`config.mk`:
```
export PLATFORM = sky130hd
export DESIGN_NAME = operand_entry
export DESIGN_NICKNAME = d
export VERILOG_FILES = /design/src/rtl/operand_entry.sv
export SDC_FILE = /design/constraint.sdc
export NUM_CORES = 1
export LEC_CHECK = 0
export CORE_ASPECT_RATIO = 0.9
export CORE_UTILIZATION = 60
export CTS_BUF_LIST = sky130_fd_sc_hd__clkbuf_8
export CTS_CLUSTER_DIAMETER = 100
export DETAILED_ROUTE_END_ITERATION = 16
export PLACE_DENSITY = 0.81
export SLEW_MARGIN = 40
export SYNTH_ARGS = -nofsm -noshare
export SYNTH_HDL_FRONTEND = slang
export SYNTH_SLANG_ARGS = --single-unit
```
`constraint.sdc`:
```
create_clock -name clk -period 2.9 [get_ports clk]
set_clock_uncertainty 0.1 [all_clocks]
set_input_delay 0.87 -clock clk [delete_from_list [all_inputs] [get_ports clk]]
set_output_delay 0.87 -clock clk [all_outputs]
set_load 0.005 [all_outputs]
```
`src/rtl/operand_entry.sv`:
```
// Operand capture front-end: two-flop button sync, per-button debounce, and an
// A -> B -> SHOW sequencer. Define OPERAND_ECHO_EN to add the disp_val preview port.
module operand_entry #(
    parameter int unsigned DEBOUNCE_CYCLES = 1000000,
    parameter int unsigned CNT_W           = 20
) (
    input  logic       clk,
    input  logic       rst,
    input  logic [3:0] sw,
    input  logic       btn_next,
    input  logic       btn_clr,
    output logic [3:0] a,
    output logic [3:0] b,
    output logic       operands_valid,
    output logic [1:0] state_led
`ifdef OPERAND_ECHO_EN
    ,
    output logic [3:0] disp_val
`endif
);

    localparam int unsigned NBTN = 2;
    localparam logic [CNT_W-1:0] CNT_LAST = CNT_W'(DEBOUNCE_CYCLES - 1);

    typedef enum logic [1:0] {
        S_A    = 2'b00,
        S_B    = 2'b01,
        S_SHOW = 2'b10
    } state_t;

    logic [NBTN-1:0]  raw;
    logic [NBTN-1:0]  sync1;
    logic [NBTN-1:0]  sync2;
    logic [NBTN-1:0]  deb;
    logic [NBTN-1:0]  deb_prev;
    logic [CNT_W-1:0] cnt [NBTN];
    logic [NBTN-1:0]  press_c;
    logic             next_c;
    logic             clr_c;
    state_t           state;

    assign raw = {btn_clr, btn_next};

    // Sync and debounce; bit 0 is next, bit 1 is clear.
    always_ff @(posedge clk) begin
        if (rst) begin
            sync1    <= '0;
            sync2    <= '0;
            deb      <= '0;
            deb_prev <= '0;
            for (int i = 0; i < int'(NBTN); i++) begin
                cnt[i] <= '0;
            end
        end else begin
            sync1    <= raw;
            sync2    <= sync1;
            deb_prev <= deb;
            for (int i = 0; i < int'(NBTN); i++) begin
                if (sync2[i] == deb[i]) begin
                    cnt[i] <= '0;
                end else if (cnt[i] == CNT_LAST) begin
                    deb[i] <= sync2[i];
                    cnt[i] <= '0;
                end else begin
                    cnt[i] <= cnt[i] + CNT_W'(1);
                end
            end
        end
    end

    // Rising edge of the debounced level only; releases are ignored.
    assign press_c = deb & ~deb_prev;
    assign next_c  = press_c[0];
    assign clr_c   = press_c[1];

    // Sequencer; clear beats next when both fire together.
    always_ff @(posedge clk) begin
        if (rst || clr_c) begin
            state          <= S_A;
            a              <= '0;
            b              <= '0;
            operands_valid <= 1'b0;
        end else begin
            case (state)
                S_A: begin
                    if (next_c) begin
                        a     <= sw;
                        state <= S_B;
                    end
                end
                S_B: begin
                    if (next_c) begin
                        b              <= sw;
                        operands_valid <= 1'b1;
                        state          <= S_SHOW;
                    end
                end
                S_SHOW: begin
                    if (next_c) begin
                        a              <= sw;
                        operands_valid <= 1'b0;
                        state          <= S_B;
                    end
                end
                default: begin
                    state          <= S_A;
                    a              <= '0;
                    b              <= '0;
                    operands_valid <= 1'b0;
                end
            endcase
        end
    end

    assign state_led = state;

`ifdef OPERAND_ECHO_EN
    // Live switch preview while entering, sum once both operands are shown.
    always_ff @(posedge clk) begin
        if (rst) begin
            disp_val <= '0;
        end else if (state == S_SHOW) begin
            disp_val <= 4'(a + b);
        end else begin
            disp_val <= sw;
        end
    end
`endif

endmodule

```
==> results.cfg, run 1 <==
[finish]
final_area_um2 = 3545
final_nets = 365
multiInputGateArea_um2 = 1425
n_antenna_cell = 0
fillers = 321
finalNonFillerCells = 422
drive_gt1_frac = 0.06667
ff_latch_area_um2 = 1582
area_growth_syn_to_layout_pct = 20.20

[floorplanning]
initial_core_util = 0.6445
num_rows = 23
die_h_um = 68.51
dieArea_um2 = 5200
ios = 19
fp.dieW_um = 75.90
floorplan.core_area_um2 = 4576

[detailed_routing]
wl_per_cell_um = 13.06
drtIter0Drc = 175
firstDrtPassIters = 4
drt-total-wl_um = 5510
vias = 2278
antenna_left = 0
routed_via_density = 5.398
drc = 0

[critical_path]
r2r_end = cnt[1][18]
cp_max_fo = 13
cp-end-kind = primary output
crit_path_top_delay_cell = clkdlybuf4s50_1
cp-start-kind = flop
r2r_slack_ns = 0.58
crit_buf_inv = 1
cp_data_arrival_time_ns = 1.49
worstPathRequired_ns = 1.93
r2r-start = cnt[1][1]
critPathKind = reg -> out
crit_family = buffers and inverters
reg2reg_depth = 5
critical-path-max-stage-delay_ns = 0.59
crit_chain = clkdlybuf4s50_1

[clock_network]
clock_latency_ns = 0.33
cts_buffers = 9
cts_tree = done
cts_setup_buffers = 0
clk_pin_slew_worst_paths_ns = 0.07
cts_resized = 0
htreeDepth = 3
clockBufferDepth = 2
cts_num_sinks = 59
cts-root-buf = clkbuf_8
postCtsHoldBufs = 0

[placement]
placed_cell_area_um2 = 3347
dp.cells = 406
place.gp.congestion = 0.8812
hpwlAfterDp_um = 3972
io_buffers = 18
pre_cts_slack_ns = 0.6005

[timing]
max_freq_ghz = 0.4069
rsz0062_at_grt = no
setup_violations = 0
report.final.slew_viol_count = 0
finalHoldViolations = 0
final.period_utilization = 0.8474
whs_ns = 0.3488
setup_tns_ns = 0
min_period_ns = 2.457
worst_slack_ns = 0.4426

[flow_run]
maxCapViolCount = 0

[yosys]
synth-seq-cells = 59
yosysSeqAreaShare = 0.5363
synth_top_area_cell = edfxtp_1
synth_area_um2 = 2949
netlist_top_cells_area = edfxtp_1 (41%), dfxtp_1 (13%), nor2_1 (5.6%), xor2_1 (4.5%), xnor2_1 (3.3%)
synth_cell_type_count = 39
ys_warn_count = 0
synthCells = 294
syn_area_per_cell_um2 = 10.03
netlist.area_leader.share = 0.4073

[hold_path]
min_to = sync2[0]
hold_path_depth = 1
hp-start = sync1[0]
hp-class = reg -> reg

[grt]
grt_pass1_wl_um = 9425
grt-ovfl-total = 0
grt_pass1_vias = 2019
antenna_found_initial = 0
track_usage = 0.2413
grt_max_degree = 21

[pwr]
power_density_nw_per_um2 = 498.3
irDropWorstVdd_mv = 0.3270
power_leakage_nw = 1.241

[run_status]
outcome = finished, final reports clean
how the worst max path moves through the flow:
stage | startpoint | to | slack, ns | cells after the start
final | state_led[0] | state_led[0] | 0.44 | 1
after CTS | state_led[0] | state_led[0] | 0.42 | 1
after global routing | state_led[0] | state_led[0] | 0.35 | 1
after global placement | rst | cnt[0][16] | 0.64 | 5
after floorplan | cnt[1][0] | cnt[1][18] | 0.77 | 6
after detailed placement | rst | cnt[0][13] | 0.60 | 5
where the power goes:
part	leakage (nW)	total [mW]	switching [mW]	internal, mW
combinational	0.565	0.0766	0.0407	0.0359
sequential	0.566	0.956	0.0299	0.926
clock	0.109	0.734	0.301	0.433
total	1.24	1.77	0.371	1.39
layout make-up:
type,count,area share
Sequential cell,59,0.4462
Multi-Input combinational cell,251,0.4020
Timing Repair Buffer,24,0.06354
Clock buffer,11,0.04271
Tap cell,62,0.02188
Clock inverter,5,0.01306
Inverter,10,0.01059
Yosys cell counts:
library cell and instances:
nand4_1 8, nand4_2 1, dfxtp_1 19, a32oi_1 3
a21oi_1 17, mux2_2 1, nor2b_1 7, o31ai_1 4
edfxtp_1 40, nor4b_1 2, ha_1 2, xor2_1 15
or3_1 7, a22oi_1 1, o21a_1 3, nor4bb_1 1
xnor2_1 11, nor4_1 3, nand3b_1 1, nand3_1 17
mux2i_1 3, inv_1 10, or4_1 8, a21o_1 2
and3_1 4, nor3b_1 3, o21ai_0 10, a21bo_2 1
nand2_1 17, nor3_1 6, conb_1 1, and4_1 2
nand2b_1 1, buf_2 2, o21ba_2 2, nand4b_1 1
nor2_1 44, clkbuf_1 11, o22a_1 3
cells in the final DEF, fill, tap and decap left out, types with 11 or more instances in the layout:
master	Yosys	layout
conb_1	1	40
xor2_1	15	15
edfxtp_1	40	40
nand2_1	17	17
dfxtp_1	19	19
nor2_1	44	44
inv_1	10	12
xnor2_1	11	11
a21oi_1	17	17
clkbuf_8	0	11
clkdlybuf4s50_1	0	18
nand3_1	17	17
per-layer routing:
layer | wire length, um | global-route usage | part of all wire
met1 | 2630 | 0.3074 | 0.48
met2 | 2486 | 0.3943 | 0.45
met3 | 334 | 0.08816 | 0.061
met4 | 59 | 0.06971 | 0.011
met5 | 0 | 0 | 0
registers in the layout (all words and copies together) (netlist names):
name and cells:
cnt 40, a 4, b 4, deb 2, deb_prev 2, state_led 2
sync1 2, sync2 2, operands_valid 1
kinds of logic (layout without fill, tap and decap cells):
kind of cell,count (synthesis),count (layout),synth area share
flip-flops,59,59,0.5363
other,1,40,0.001272
AND/OR/NAND/NOR,133,133,0.2334
XOR/XNOR,26,26,0.07722
adder cells (fa/ha/maj),2,2,0.008484
AO/OA/AOI/OAI,46,46,0.09928
multiplexers,4,4,0.01400
buffers and inverters,23,50,0.03012
metrics by stage:
| step | total power [mW] | util |
|---|---|---|
| floorplan | 1.015 | - |
| CTS | 1.783 | 0.7747 |
| detailed placement | 1.048 | 0.7315 |
| global route | 1.842 | 0.7747 |
| global placement | 1.044 | 0.7315 |
| finish | 1.766 | 0.7747 |
No activity file was read; power rests on OpenSTA's default activity.
==> run 2: changes to the inputs <==
==> constraint.sdc (replaced) <==
create_clock -name clk -period 2.44 [get_ports clk]
set_clock_uncertainty 0.1 [all_clocks]
set_input_delay 0.732 -clock clk [delete_from_list [all_inputs] [get_ports clk]]
set_output_delay 0.732 -clock clk [all_outputs]
set_load 0.005 [all_outputs]
==> results.cfg, run 2 (synthesized netlist as in run 1, its figures left out) <==
[pwr]
cell_internal_pwr_mw = 1.520
irDropWorstVdd_mv = 0.4358
power_leakage_nw = 1.236
power_density_nw_per_um2 = 555.7
switching_share = 0.2233
switchingPower_uw = 437.0
power_frac_comb = 0.045
p_seq_frac = 0.581
clkPwrFrac = 0.374

[grt]
grt_pass1_vias = 1906
track_usage = 0.2175
grt_pass1_wl_um = 8583
grt_max_degree = 21
antenna_found_initial = 0
grt-ovfl-total = 0

[finish]
max_flop_register = cnt
layout_commonest_cell = nor2_1
drive_gt1_frac = 0.06389
reg_top3 = cnt x40, a x4, b x4
area_growth_syn_to_layout_pct = 19.43
most-common-layout-cells = nor2_1 (44), edfxtp_1 (40), conb_1 (40), dfxtp_1 (19), clkdlybuf4s50_1 (18)
final_util = 0.7698
n_antenna_cell = 0
final_nets = 365
fillers = 311
final_area_um2 = 3522
largest_reg_flops = 40

[clock_network]
cts_num_sinks = 59
cts_buffers = 9
clk_pin_slew_worst_paths_ns = 0.06
cts-root-buf = clkbuf_8
clock_latency_ns = 0.34
cts_tree = done
clockBufferDepth = 2
cts_resized = 0
postCtsHoldBufs = 0
cts_setup_buffers = 0
htreeDepth = 3

[critical_path]
crit_path_top_delay_cell = or4_1
critical-path-max-stage-delay_ns = 0.64
worstPathRequired_ns = 2.52
crit_chain = ha_1 > inv_1 > or4_1 > or4_1 > a21oi_1
path_common_cell = or4_1
crit_family = simple AND/OR/NAND/NOR gates
cp_max_fo = 7
cp_data_arrival_time_ns = 2.41
cp-start-kind = flop
cp-end-kind = flop
critPathKind = reg -> reg
crit_buf_inv = 1

[timing]
setup_violations = 0
report.final.slew_viol_count = 0
finalHoldViolations = 0
setup_tns_ns = 0
rsz0062_at_grt = no
min_period_ns = 2.330
final.period_utilization = 0.9548
max_freq_ghz = 0.4292
whs_ns = 0.3381

[detailed_routing]
antenna_left = 0
routed_via_density = 5.391
drc = 0
drt-total-wl_um = 5174
drtIter0Drc = 162
firstDrtPassIters = 4
wl_per_cell_um = 12.26
vias = 2275

[hold_path]
hp-class = reg -> reg

[floorplanning]
num_rows = 23
initial_core_util = 0.6445
die_h_um = 68.51
ios = 19
dieArea_um2 = 5200
floorplan.core_area_um2 = 4576
fp.dieW_um = 75.90

[placement]
io_buffers = 18
placed_cell_area_um2 = 3359
hpwlAfterDp_um = 3659
place.gp.congestion = 0.7984

[run_status]
outcome = finished, final reports clean

[flow_run]
maxCapViolCount = 0
run 2: changes by cell type in the layout (fill, tap and decap cells not counted), sizes merged:
| cell | before | now |
|---|---|---|
| bufinv | 1 | 0 |
| inv | 12 | 13 |
| clkbuf | 11 | 10 |
| clkinv | 2 | 3 |
run 2: path summary, 6_finish.rpt:
path | slack (ns) | endpoint | start | depth (start not counted)
worst max register to register | 0.11 | cnt[1][18] | cnt[1][0] | 5
worst max-delay path | 0.11 | cnt[1][18] | cnt[1][0] | 5
worst min-delay path | 0.34 | sync2[1] | sync1[1] | 1
worst min register to register | 0.34 | sync2[1] | sync1[1] | 1
run 2: power groups by stage:
stage	combinational [mW]	clock (mW)	sequential, mW
final	0.0884	0.732	1.14
after global routing	0.0997	0.795	1.14
after CTS	0.0864	0.750	1.14
after detailed placement	0.0859	0	1.16
after global placement	0.0844	0	1.16
after floorplan	0.0592	0	1.15
run 2: layer usage:
layer	up-vias	part of all wire	GRT usage
met2	68	0.46	0.3455
met3	6	0.065	0.06711
met4	0	0.0093	0.1106
met5	-	0	0
met1	1053	0.47	0.2756
li1	1148	-	-
run 2: layout make-up:
cell class / instances / area, um2 / share of cell area
tap: 62 / 77.57 / 0.02202
timing repair buffer: 24 / 237.7 / 0.06750
sequential: 59 / 1582 / 0.4490
multi-input combinational: 251 / 1425 / 0.4046
clock buffer: 10 / 137.6 / 0.03908
inverter: 10 / 37.54 / 0.01066
clock inverter: 6 / 25.02 / 0.007105
run 2: worst register-to-register path: cells and delay by family (launching register included):
| family | cells | cell delay, ns |
|---|---|---|
| compound gates | 1 | 0.17 |
| fa+ha+maj | 1 | 0.31 |
| buf+inv | 1 | 0.08 |
| flops | 1 | 0.45 |
| simple gates | 2 | 1.07 |
run 2: per-stage QoR:
stage | power, mW | setup WS [ns] | std cells
global placement | 1.240 | 0.2436 | 406
global route | 2.036 | 0.03639 | 422
floorplan | 1.206 | 0.3113 | 333
detailed placement | 1.243 | 0.1135 | 406
finish | 1.957 | 0.1103 | 422
CTS | 1.973 | 0.1232 | 422
==> run 3: changes to the inputs <==
--- a/config.mk
+++ b/config.mk
@@ -7,7 +7,7 @@
 export LEC_CHECK = 0
 export CORE_ASPECT_RATIO = 0.9
 export CORE_UTILIZATION = 60
-export CTS_BUF_LIST = sky130_fd_sc_hd__clkbuf_8
+export CTS_BUF_LIST = sky130_fd_sc_hd__clkbuf_4
 export CTS_CLUSTER_DIAMETER = 100
 export DETAILED_ROUTE_END_ITERATION = 16
 export PLACE_DENSITY = 0.81
==> results.cfg, run 3 (synthesized netlist as in run 1, its figures left out) <==
[finish]
finalNonFillerCells = 422
fillers = 318
drive_gt1_frac = 0.06944
reg_top3 = cnt x40, a x4, b x4
area_growth_syn_to_layout_pct = 17.56
most-common-layout-cells = nor2_1 (44), edfxtp_1 (40), conb_1 (40), dfxtp_1 (19), clkdlybuf4s50_1 (18)
n_antenna_cell = 0
layout_commonest_cell = nor2_1
largest_reg_flops = 40
max_flop_register = cnt
final_nets = 365

[detailed_routing]
drt-total-wl_um = 5122
antenna_left = 0
routed_via_density = 5.374
wl_per_cell_um = 12.14
drtIter0Drc = 155
vias = 2268
drc = 0
firstDrtPassIters = 5

[clock_network]
cts-root-buf = clkbuf_4
postCtsHoldBufs = 0
clockBufferDepth = 2
htreeDepth = 3
cts_num_sinks = 59
cts_buffers = 9
clk_pin_slew_worst_paths_ns = 0.09
cts_tree = done
cts_setup_buffers = 0
clock_latency_ns = 0.40
cts_resized = 0

[pwr]
clkPwrFrac = 0.315
cell_internal_pwr_mw = 1.376
total_power_mw = 1.787
power_frac_comb = 0.049
power_leakage_nw = 1.205
irDropWorstVdd_mv = 0.3808
power_density_nw_per_um2 = 515.5
switching_share = 0.2304
switchingPower_uw = 411.7
p_seq_frac = 0.635

[timing]
rsz0062_at_grt = no
max_freq_ghz = 0.4304
setup_violations = 0
finalHoldViolations = 0
report.final.slew_viol_count = 0
worst_slack_ns = 0.1164
whs_ns = 0.3392
final.period_utilization = 0.9523
min_period_ns = 2.324
setup_tns_ns = 0

[grt]
track_usage = 0.2144
grt_pass1_wl_um = 8487
grt_max_degree = 21
antenna_found_initial = 0
grt-ovfl-total = 0
grt_pass1_vias = 1895

[floorplanning]
floorplan.core_area_um2 = 4576
dieArea_um2 = 5200
num_rows = 23
fp.dieW_um = 75.90
ios = 19
die_h_um = 68.51
initial_core_util = 0.6445

[critical_path]
cp_data_arrival_time_ns = 2.48
startpoint = cnt[1][0]
crit_end = cnt[1][18]
r2r_end = cnt[1][18]
cp-start-kind = flop
reg2reg_depth = 5
critPathKind = reg -> reg
r2r-start = cnt[1][0]
cp_max_fo = 7
worstPathRequired_ns = 2.59
cp-end-kind = flop
r2r_slack_ns = 0.12

[placement]
pre_cts_slack_ns = 0.1135
hpwlAfterDp_um = 3659
io_buffers = 18
place.gp.congestion = 0.7984
dp.cells = 406

[run_status]
outcome = finished, final reports clean

[flow_run]
maxCapViolCount = 0

[hold_path]
hp-class = reg -> reg
hp-start = sync1[1]
[run 3: area by class of cell]
cell class / instances / area (um2) / area share
clock inverter: 4 / 17.52 / 0.005052
multi-input combinational: 251 / 1425 / 0.4110
inverter: 10 / 37.54 / 0.01083
clock buffer: 12 / 90.09 / 0.02598
sequential: 59 / 1582 / 0.4562
timing repair buffer: 24 / 237.7 / 0.06857
tap: 62 / 77.57 / 0.02237
[run 3: stage by stage]
step | utilization | cell area [um2]
2_1_floorplan | - | 3095
3_3_place_gp | 0.7342 | 3359
3_5_place_dp | 0.7342 | 3359
4_1_cts | 0.7577 | 3467
5_1_grt | 0.7577 | 3467
6_report | 0.7577 | 3467
[run 3: power groups by stage]
stage | logic, mW | clock network (mW) | registers [mW]
finish | 0.0884 | 0.564 | 1.14
CTS | 0.0863 | 0.585 | 1.13
global route | 0.0996 | 0.623 | 1.14
global placement | 0.0844 | 0 | 1.16
floorplan | 0.0592 | 0 | 1.15
detailed placement | 0.0859 | 0 | 1.16
[run 3: how the worst min path moves through the flow]
stage | endpoint | cells after the start
after floorplan | sync2[0] | 1
after global placement | sync2[1] | 1
after detailed placement | sync2[1] | 1
after CTS | sync2[1] | 1
after global routing | sync2[1] | 1
final | sync2[1] | 1
[run 3: layer usage]
| metal | vias to the layer above | share of wire | global-route usage |
|---|---|---|---|
| met5 | - | 0 | 0 |
| met4 | 0 | 0.012 | 0.08413 |
| met3 | 10 | 0.061 | 0.07500 |
| met2 | 74 | 0.45 | 0.3455 |
| met1 | 1032 | 0.47 | 0.2709 |
| li1 | 1152 | - | - |
[run 3: worst max-delay path: stages (launching register included)]
cell,delay [ns]
edfxtp_1,0.45
ha_1,0.30
inv_1,0.08
or4_1,0.64
or4_1,0.44
a21oi_1,0.17
